**src/rtl/cpu_trace_emitter.sv**
```systemverilog
// Serializes one CPU write-back record into an ASCII trace frame, one character per transfer.
// First char 1 cycle after accept; char/char_valid hold while char_ready is low; in_ready only in IDLE.
module cpu_trace_emitter #(
  parameter int TIME_MAX = 9999
) (
  input  logic        clk,
  input  logic        reset,
  input  logic        in_valid,
  output logic        in_ready,
  input  logic        rec_type,
  input  logic [13:0] rec_time,
  input  logic [31:0] rec_pc,
  input  logic [31:0] rec_dst,
  input  logic [31:0] rec_data,
  output logic [7:0]  char,
  output logic        char_valid,
  input  logic        char_ready,
  output logic        frame_done
);

  typedef enum logic [3:0] {
    IDLE, CARET, TIME, AT, PC, COLON, SP0, PREFIX,
    DST, SP1, LT, EQ, SP2, DATA, SHARP
  } state_t;

  state_t           state, nstate;
  logic [2:0]       cnt, ncnt;
  logic [7:0]       nchar;
  logic             xfer;

  logic             typ_q;
  logic [31:0]      pc_q, dst_q, data_q;
  logic [3:0][3:0]  tdig_q;
  logic [1:0]       tstart_q;

  logic [13:0]      t_sat;
  logic [3:0][3:0]  t_dig;
  logic [1:0]       t_start;
  logic [3:0]       r_tens, r_ones;

  function automatic logic [7:0] hex_c(input logic [3:0] n);
    return (n < 4'd10) ? (8'h30 + {4'h0, n}) : (8'h57 + {4'h0, n});
  endfunction

  function automatic logic [7:0] dec_c(input logic [3:0] n);
    return 8'h30 + {4'h0, n};
  endfunction

  // Time is saturated and split into decimal digits once, at accept.
  assign t_sat    = (32'(rec_time) > TIME_MAX) ? 14'(TIME_MAX) : rec_time;
  assign t_dig[3] = 4'(t_sat / 14'd1000);
  assign t_dig[2] = 4'((t_sat / 14'd100) % 14'd10);
  assign t_dig[1] = 4'((t_sat / 14'd10) % 14'd10);
  assign t_dig[0] = 4'(t_sat % 14'd10);
  assign t_start  = (t_sat >= 14'd1000) ? 2'd3 :
                    (t_sat >= 14'd100)  ? 2'd2 :
                    (t_sat >= 14'd10)   ? 2'd1 : 2'd0;

  assign r_tens = 4'(dst_q[4:0] / 5'd10);
  assign r_ones = 4'(dst_q[4:0] % 5'd10);

  assign in_ready   = (state == IDLE);
  assign xfer       = char_valid && char_ready;
  assign frame_done = xfer && (state == SHARP);

  always_comb begin
    nstate = state;
    ncnt   = cnt;
    if (state == IDLE) begin
      if (in_valid) nstate = CARET;
    end else if (xfer) begin
      case (state)
        CARET:  begin nstate = TIME; ncnt = {1'b0, tstart_q}; end
        TIME:   if (cnt == 3'd0) nstate = AT; else ncnt = cnt - 3'd1;
        AT:     begin nstate = PC; ncnt = 3'd7; end
        PC:     if (cnt == 3'd0) nstate = COLON; else ncnt = cnt - 3'd1;
        COLON:  nstate = SP0;
        SP0:    nstate = PREFIX;
        PREFIX: begin
          nstate = DST;
          ncnt   = typ_q ? 3'd7 : ((dst_q[4:0] >= 5'd10) ? 3'd1 : 3'd0);
        end
        DST:    if (cnt == 3'd0) nstate = SP1; else ncnt = cnt - 3'd1;
        SP1:    nstate = LT;
        LT:     nstate = EQ;
        EQ:     nstate = SP2;
        SP2:    begin nstate = DATA; ncnt = 3'd7; end
        DATA:   if (cnt == 3'd0) nstate = SHARP; else ncnt = cnt - 3'd1;
        SHARP:  nstate = IDLE;
        default: nstate = IDLE;
      endcase
    end
  end

  // Character for the state being entered, so char is registered alongside state.
  always_comb begin
    nchar = 8'h00;
    case (nstate)
      CARET:  nchar = "^";
      TIME:   nchar = dec_c(tdig_q[ncnt[1:0]]);
      AT:     nchar = "@";
      PC:     nchar = hex_c(pc_q[{ncnt, 2'b00} +: 4]);
      COLON:  nchar = ":";
      SP0, SP1, SP2: nchar = " ";
      PREFIX: nchar = typ_q ? "*" : "$";
      DST:    nchar = typ_q ? hex_c(dst_q[{ncnt, 2'b00} +: 4])
                            : dec_c(ncnt[0] ? r_tens : r_ones);
      LT:     nchar = "<";
      EQ:     nchar = "=";
      DATA:   nchar = hex_c(data_q[{ncnt, 2'b00} +: 4]);
      SHARP:  nchar = "#";
      default: nchar = 8'h00;
    endcase
  end

  always_ff @(posedge clk) begin
    if (reset) begin
      state      <= IDLE;
      cnt        <= 3'd0;
      char       <= 8'h00;
      char_valid <= 1'b0;
    end else begin
      state      <= nstate;
      cnt        <= ncnt;
      char       <= nchar;
      char_valid <= (nstate != IDLE);
    end
  end

  always_ff @(posedge clk) begin
    if (state == IDLE && in_valid) begin
      typ_q    <= rec_type;
      pc_q     <= rec_pc;
      dst_q    <= rec_dst;
      data_q   <= rec_data;
      tdig_q   <= t_dig;
      tstart_q <= t_start;
    end
  end

endmodule

```
**config.mk**
```make
export PLATFORM = sky130hd
export DESIGN_NAME = cpu_trace_emitter
export DESIGN_NICKNAME = d
export VERILOG_FILES = /design/src/rtl/cpu_trace_emitter.sv
export SDC_FILE = /design/constraint.sdc
export NUM_CORES = 1
export LEC_CHECK = 0
export ABC_AREA = 1
export CAP_MARGIN = 20
export CORE_MARGIN = 2
export CORE_UTILIZATION = 60
export DETAILED_ROUTE_END_ITERATION = 12
export HOLD_SLACK_MARGIN = 0.08
export PLACE_DENSITY = 0.87
export SYNTH_ARGS = -nofsm -noshare
export SYNTH_HDL_FRONTEND = slang
export SYNTH_SLANG_ARGS = --single-unit
export TNS_END_PERCENT = 5
```
**constraint.sdc**
```tcl
create_clock -name clk -period 15.7 [get_ports clk]
set_clock_uncertainty 0.1 [all_clocks]
set_input_delay 1.57 -clock clk [delete_from_list [all_inputs] [get_ports clk]]
set_output_delay 1.57 -clock clk [all_outputs]
set_load 0.02 [all_outputs]
```
# Word level (Yosys, flattened, before mapping)
# Index checks and enable logic that the tools add are counted.
[totals]
reg_bits = 131
output_inout_bits = 11
[op_classes]
n_addsub = 9
div_mod_pow = 8
order_cmp = 9
eq_ne = 28
shift = 3
mux = 26
reduce_logical = 10
[op_table]
columns = ["cell", "n"]
rows = [
  ["case mux 8 bit (12 select lines)", 1],
  ["variable part select 32 x 6 -> 4 bit", 3],
  ["== test 4 bit (second input constant)", 14],
  ["case mux 4 bit (13 select lines)", 1],
  ["remainder unit 14 x 4 -> 14 bit (second input constant)", 3],
  ["2-to-1 mux 4 bit", 10],
  ["adder 6 x 4 -> 7 bit (first input constant)", 5],
  ["== test 4 x 3 -> 1 bit (second input constant)", 8],
  ["2-to-1 mux 8 bit", 4],
  ["adder 7 x 4 -> 8 bit (first input constant)", 3],
  ["== test 4 x 2 -> 1 bit (second input constant)", 4],
  ["divider 14 x 10 -> 14 bit (second input constant)", 1],
  ["divider 14 x 4 -> 14 bit (second input constant)", 1],
  ["divider 14 x 7 -> 14 bit (second input constant)", 1],
  [">= comparator 14 x 10 -> 1 bit (second input constant)", 1],
  [">= comparator 14 x 4 -> 1 bit (second input constant)", 1],
  [">= comparator 14 x 7 -> 1 bit (second input constant)", 1],
  ["> comparator 14 bit (second input constant)", 1],
  ["2-to-1 mux 14 bit", 1],
  ["less-than comparator 4 bit (second input constant)", 3],
  ["2-to-1 mux 3 bit", 4],
  ["case mux 3 bit (4 select lines)", 1],
  ["binary-select mux 4 bit (select 2 bit)", 1],
  ["== test 4 x 1 -> 1 bit (second input constant)", 2],
  ["13 further kinds", 18],
]

# Logic depth before layout (Yosys ltp)
[logic_depth]
depth_word = 11
depth_mapped = 60
ltp_nobuf = 58

# Worst setup path before layout
# No wires, ideal clock.
[synth_path]
path_type = "input to register"
from = "input rec_time[13]"
to = "register tdig_q[7] (netlist name) (data pin)"
setup_time_ns = 0.254
arrival_time_ns = 6.288
t_required_ns = 15.346
slack_ns = 9.059
cell_stages = 57
path_buffers = 1
path_cell_list = "buf_6 nand2_1 nor2_1 nand2_2 nand3_2 nand2_1 nand2_2 nand2_1 nand2_2 nand2_2 nand2_2 nand2_2 inv_2 nand2_2 nand3_1 nand2_1 nand2_1 inv_2 [... 21 more ...] ha_1 nand2_1 nand3b_1 nand3_4 nand2_1 nand2_1 nor2_2 nand3_2 nor2_2 nand3_2 nand2_2 nand2_1 nand2_1 inv_1 ha_1 xnor2_1 nand2_1 nand2_1"
[synth_lines]
columns = ["element", "line_no", "rtl"]
rows = [
  ["from (decl)", "11", "input logic [13:0] rec_time,"],
  ["to (signal assigned)", "136", "tdig_q <= t_dig;"],
  ["to (decl)", "33", "logic [3:0][3:0] tdig_q;"],
]

==> impl_metrics.env <==
export IMPL_outcome="finished clean"
export IMPL_power_density_nw_per_um2=160.1
export IMPL_io_pins=126
export IMPL_synth_edf_count=115
export IMPL_drt_met1_wl_um=9355
export IMPL_synthTopCellsByArea="edfxtp_1 (39%), nand2_1 (11%), inv_1 (5.7%), nor2_1 (5.5%), o21ai_0 (4.9%)"
export IMPL_yosys_top_cells_count="nand2_1 (253), inv_1 (133), nor2_1 (129), edfxtp_1 (115), o21ai_0 (85)"
export IMPL_drt_wl_total_um=23930
export IMPL_fin_ws_ns=7.978
export IMPL_antennaDiodeCount=0
export IMPL_finalMaxSlewViolations=0
export IMPL_async_reset_ff_frac=0
export IMPL_finalCriticalPeriod_ns=7.722
export IMPL_htree_levels=4
export IMPL_antenna_found_initial=0
export IMPL_gp_congestion=0.9290
export IMPL_ys_flop_type="edfxtp_1"
export IMPL_cp_slowest_stage_delay_ns=0.69
export IMPL_syn_inst=1134
export IMPL_synth_seq_cells=130
export IMPL_synth_area_sq_um=8770
export IMPL_cts_buffer_depth=2
export IMPL_hold_viol_final=0
export IMPL_holdWs_ns=0.6894
export IMPL_total_power_mw=1.723
export IMPL_track_usage=0.3041
export IMPL_cts_resized_gates=0
export IMPL_peakVddDrop_uv=88.08
export IMPL_dieArea_sq_um=15600
export IMPL_grt_max_degree=85
export IMPL_drt_first_pass_iters=8
export IMPL_top_layer="met4"
export IMPL_slew_headroom=0.3001
export IMPL_cts_tree="built"
export IMPL_grt_pass1_vias=8032
export IMPL_numCtsBuffers=17
export IMPL_fmax_ghz=0.1295
export IMPL_crit_fanout=10
export IMPL_fp_coreArea_sq_um=14420
export IMPL_hold_path_class="reg -> reg"
export IMPL_overflow=0
export IMPL_wl_per_cell_um=16.48
export IMPL_synth_top_area_share=0.3938
export IMPL_drcViolationCount=0
export IMPL_rsz0062_at_grt="false"
export IMPL_cts_sinks=130
export IMPL_post_route_period_util=0.4918
export IMPL_yosysUniqueCellTypes=57
export IMPL_r2r_slack_ns=10.47
export IMPL_hold_buffers=0
export IMPL_place_ws_ns=7.641
export IMPL_cp_data_arrival_time_ns=7.79
export IMPL_clock_latency_ns=0.42
export IMPL_worst_pin_slew_ns=1.050
export IMPL_worst_setup_path_end_kind="flop"
export IMPL_syn_area_per_cell_sq_um=7.733
export IMPL_startpoint_type="primary input"
export IMPL_io_buffers=124
export IMPL_maxCapViolations=0
export IMPL_wl_met2_um=11950
export IMPL_leakagePower_nw=4.715
export IMPL_initial_core_util=0.6080
export IMPL_drive_gt1_frac=0.1191
export IMPL_cp_slowest_cell="clkdlybuf4s50_1"
export IMPL_yosysSeqAreaShare=0.4280
export IMPL_crit_type="in -> reg"
export IMPL_clockRootBuffer="clkbuf_16"
export IMPL_fillers=1024
export IMPL_yosysMostFrequentCell="nand2_1"
export IMPL_routed_wl_met3_um=1909
export IMPL_vias=8418
export IMPL_die_h_um=124.9
export IMPL_synth_nets=1265
export IMPL_setup_tns_ns=0
export IMPL_routed_via_density=5.798
export IMPL_timing_critical_path_mode_cell="nand2_2"
export IMPL_cts_clk_slew_worst_paths_ns=0.06
export IMPL_grt_pass1_wl_um=38700
export IMPL_dp_hpwl_um=16630
export IMPL_rows=44
export IMPL_finalSetupViolations=0
export IMPL_die_w_um=124.9
export IMPL_synth_warning_count=0
export IMPL_syn2layout_area_growth_pct=22.74
export IMPL_final_nets=1386
export IMPL_dr_first_iter_drc_count=791
export IMPL_ant_nets=0
export IMPL_synth_top_cell_by_area="edfxtp_1"
export IMPL_worstPathRequired_ns=15.77
export IMPL_postCtsSetupRepairBufs=0
-- worst max-delay path, delay by kind of cell --
kind / cells / cell delay [ns]
xor+xnor: 1 / 0.12
fa+ha+maj: 2 / 0.38
buf+inv: 6 / 0.99
simple gates: 48 / 4.69
-- sequential cells by signal (all words and copies together), names as in the netlist, 2 cells and up --
| name | cells |
|---|---|
| char | 7 |
| dst_q | 32 |
| tdig_q | 16 |
| state | 4 |
| data_q | 32 |
| tstart_q | 2 |
| cnt | 3 |
| pc_q | 32 |
-- path summary, 6_finish.rpt --
path | depth (start not counted) | start | endpoint
hold / removal | 4 | state[2] | state[2]
hold reg to reg | 4 | state[2] | state[2]
setup / recovery | 57 | rec_time[13] | tdig_q[7]
setup reg to reg | 23 | state[3] | char[2]
-- power breakdown --
group	total [mW]	switching [mW]	internal, mW
combinational	0.861	0.559	0.302
sequential	0.460	0.0129	0.447
clock	0.402	0.163	0.239
total	1.72	0.735	0.988
-- routing by layer --
metal,GRT usage,vias to the layer above
li1,-,4063
met1,0.3755,3827
met2,0.5355,458
met3,0.05069,70
met4,0.1144,0
met5,0,-
-- layout make-up --
class,count,area (sq um),area share
Clock buffer,17,425.4,0.03952
Tap cell,184,230.2,0.02139
Inverter,154,579.3,0.05382
Timing Repair Buffer,130,1286,0.1195
Clock inverter,15,171.4,0.01592
Sequential cell,130,3754,0.3487
Multi-Input combinational cell,822,4318,0.4011
-- kinds of logic after synthesis --
kind of cell,after synthesis,share of synthesized area
XOR/XNOR,24,0.02483
multiplexers,1,0.001141
adder cells (fa/ha/maj),16,0.02283
AO/OA/AOI/OAI,200,0.1331
buffers and inverters,182,0.08061
flip-flops,130,0.4280
AND/OR/NAND/NOR,580,0.3090
other,1,0.0004276
-- metrics by stage --
stage / utilization / std cells / area, sq um
detailed placement: 0.7049 / 1420 / 10170
CTS: 0.7463 / 1452 / 10760
global placement: 0.7049 / 1420 / 10170
finish: 0.7463 / 1452 / 10760
floorplan: - / 1134 / 8770
global route: 0.7463 / 1452 / 10760
-- placed cells by master (no fill, tap or decap), types with 6 or more instances in the layout --
cell and instances:
nand3_1 70, nand4_1 24, nor3_1 9, xor2_1 16, nand2_1 252, a21oi_1 44, inv_6 7, o22ai_1 16
clkbuf_16 17, nand2_2 46, nand3_2 10, a31oi_1 8, edfxtp_1 115, o2111ai_1 6, clkdlybuf4s50_1 124, nand2_4 11
nor2_1 129, xnor2_1 7, o21ai_0 85, ha_1 16, o221ai_1 8, dfxtp_1 15, nor2_2 8, inv_1 133
inv_2 18, buf_4 6
No activity file was read; power rests on OpenSTA's default activity.
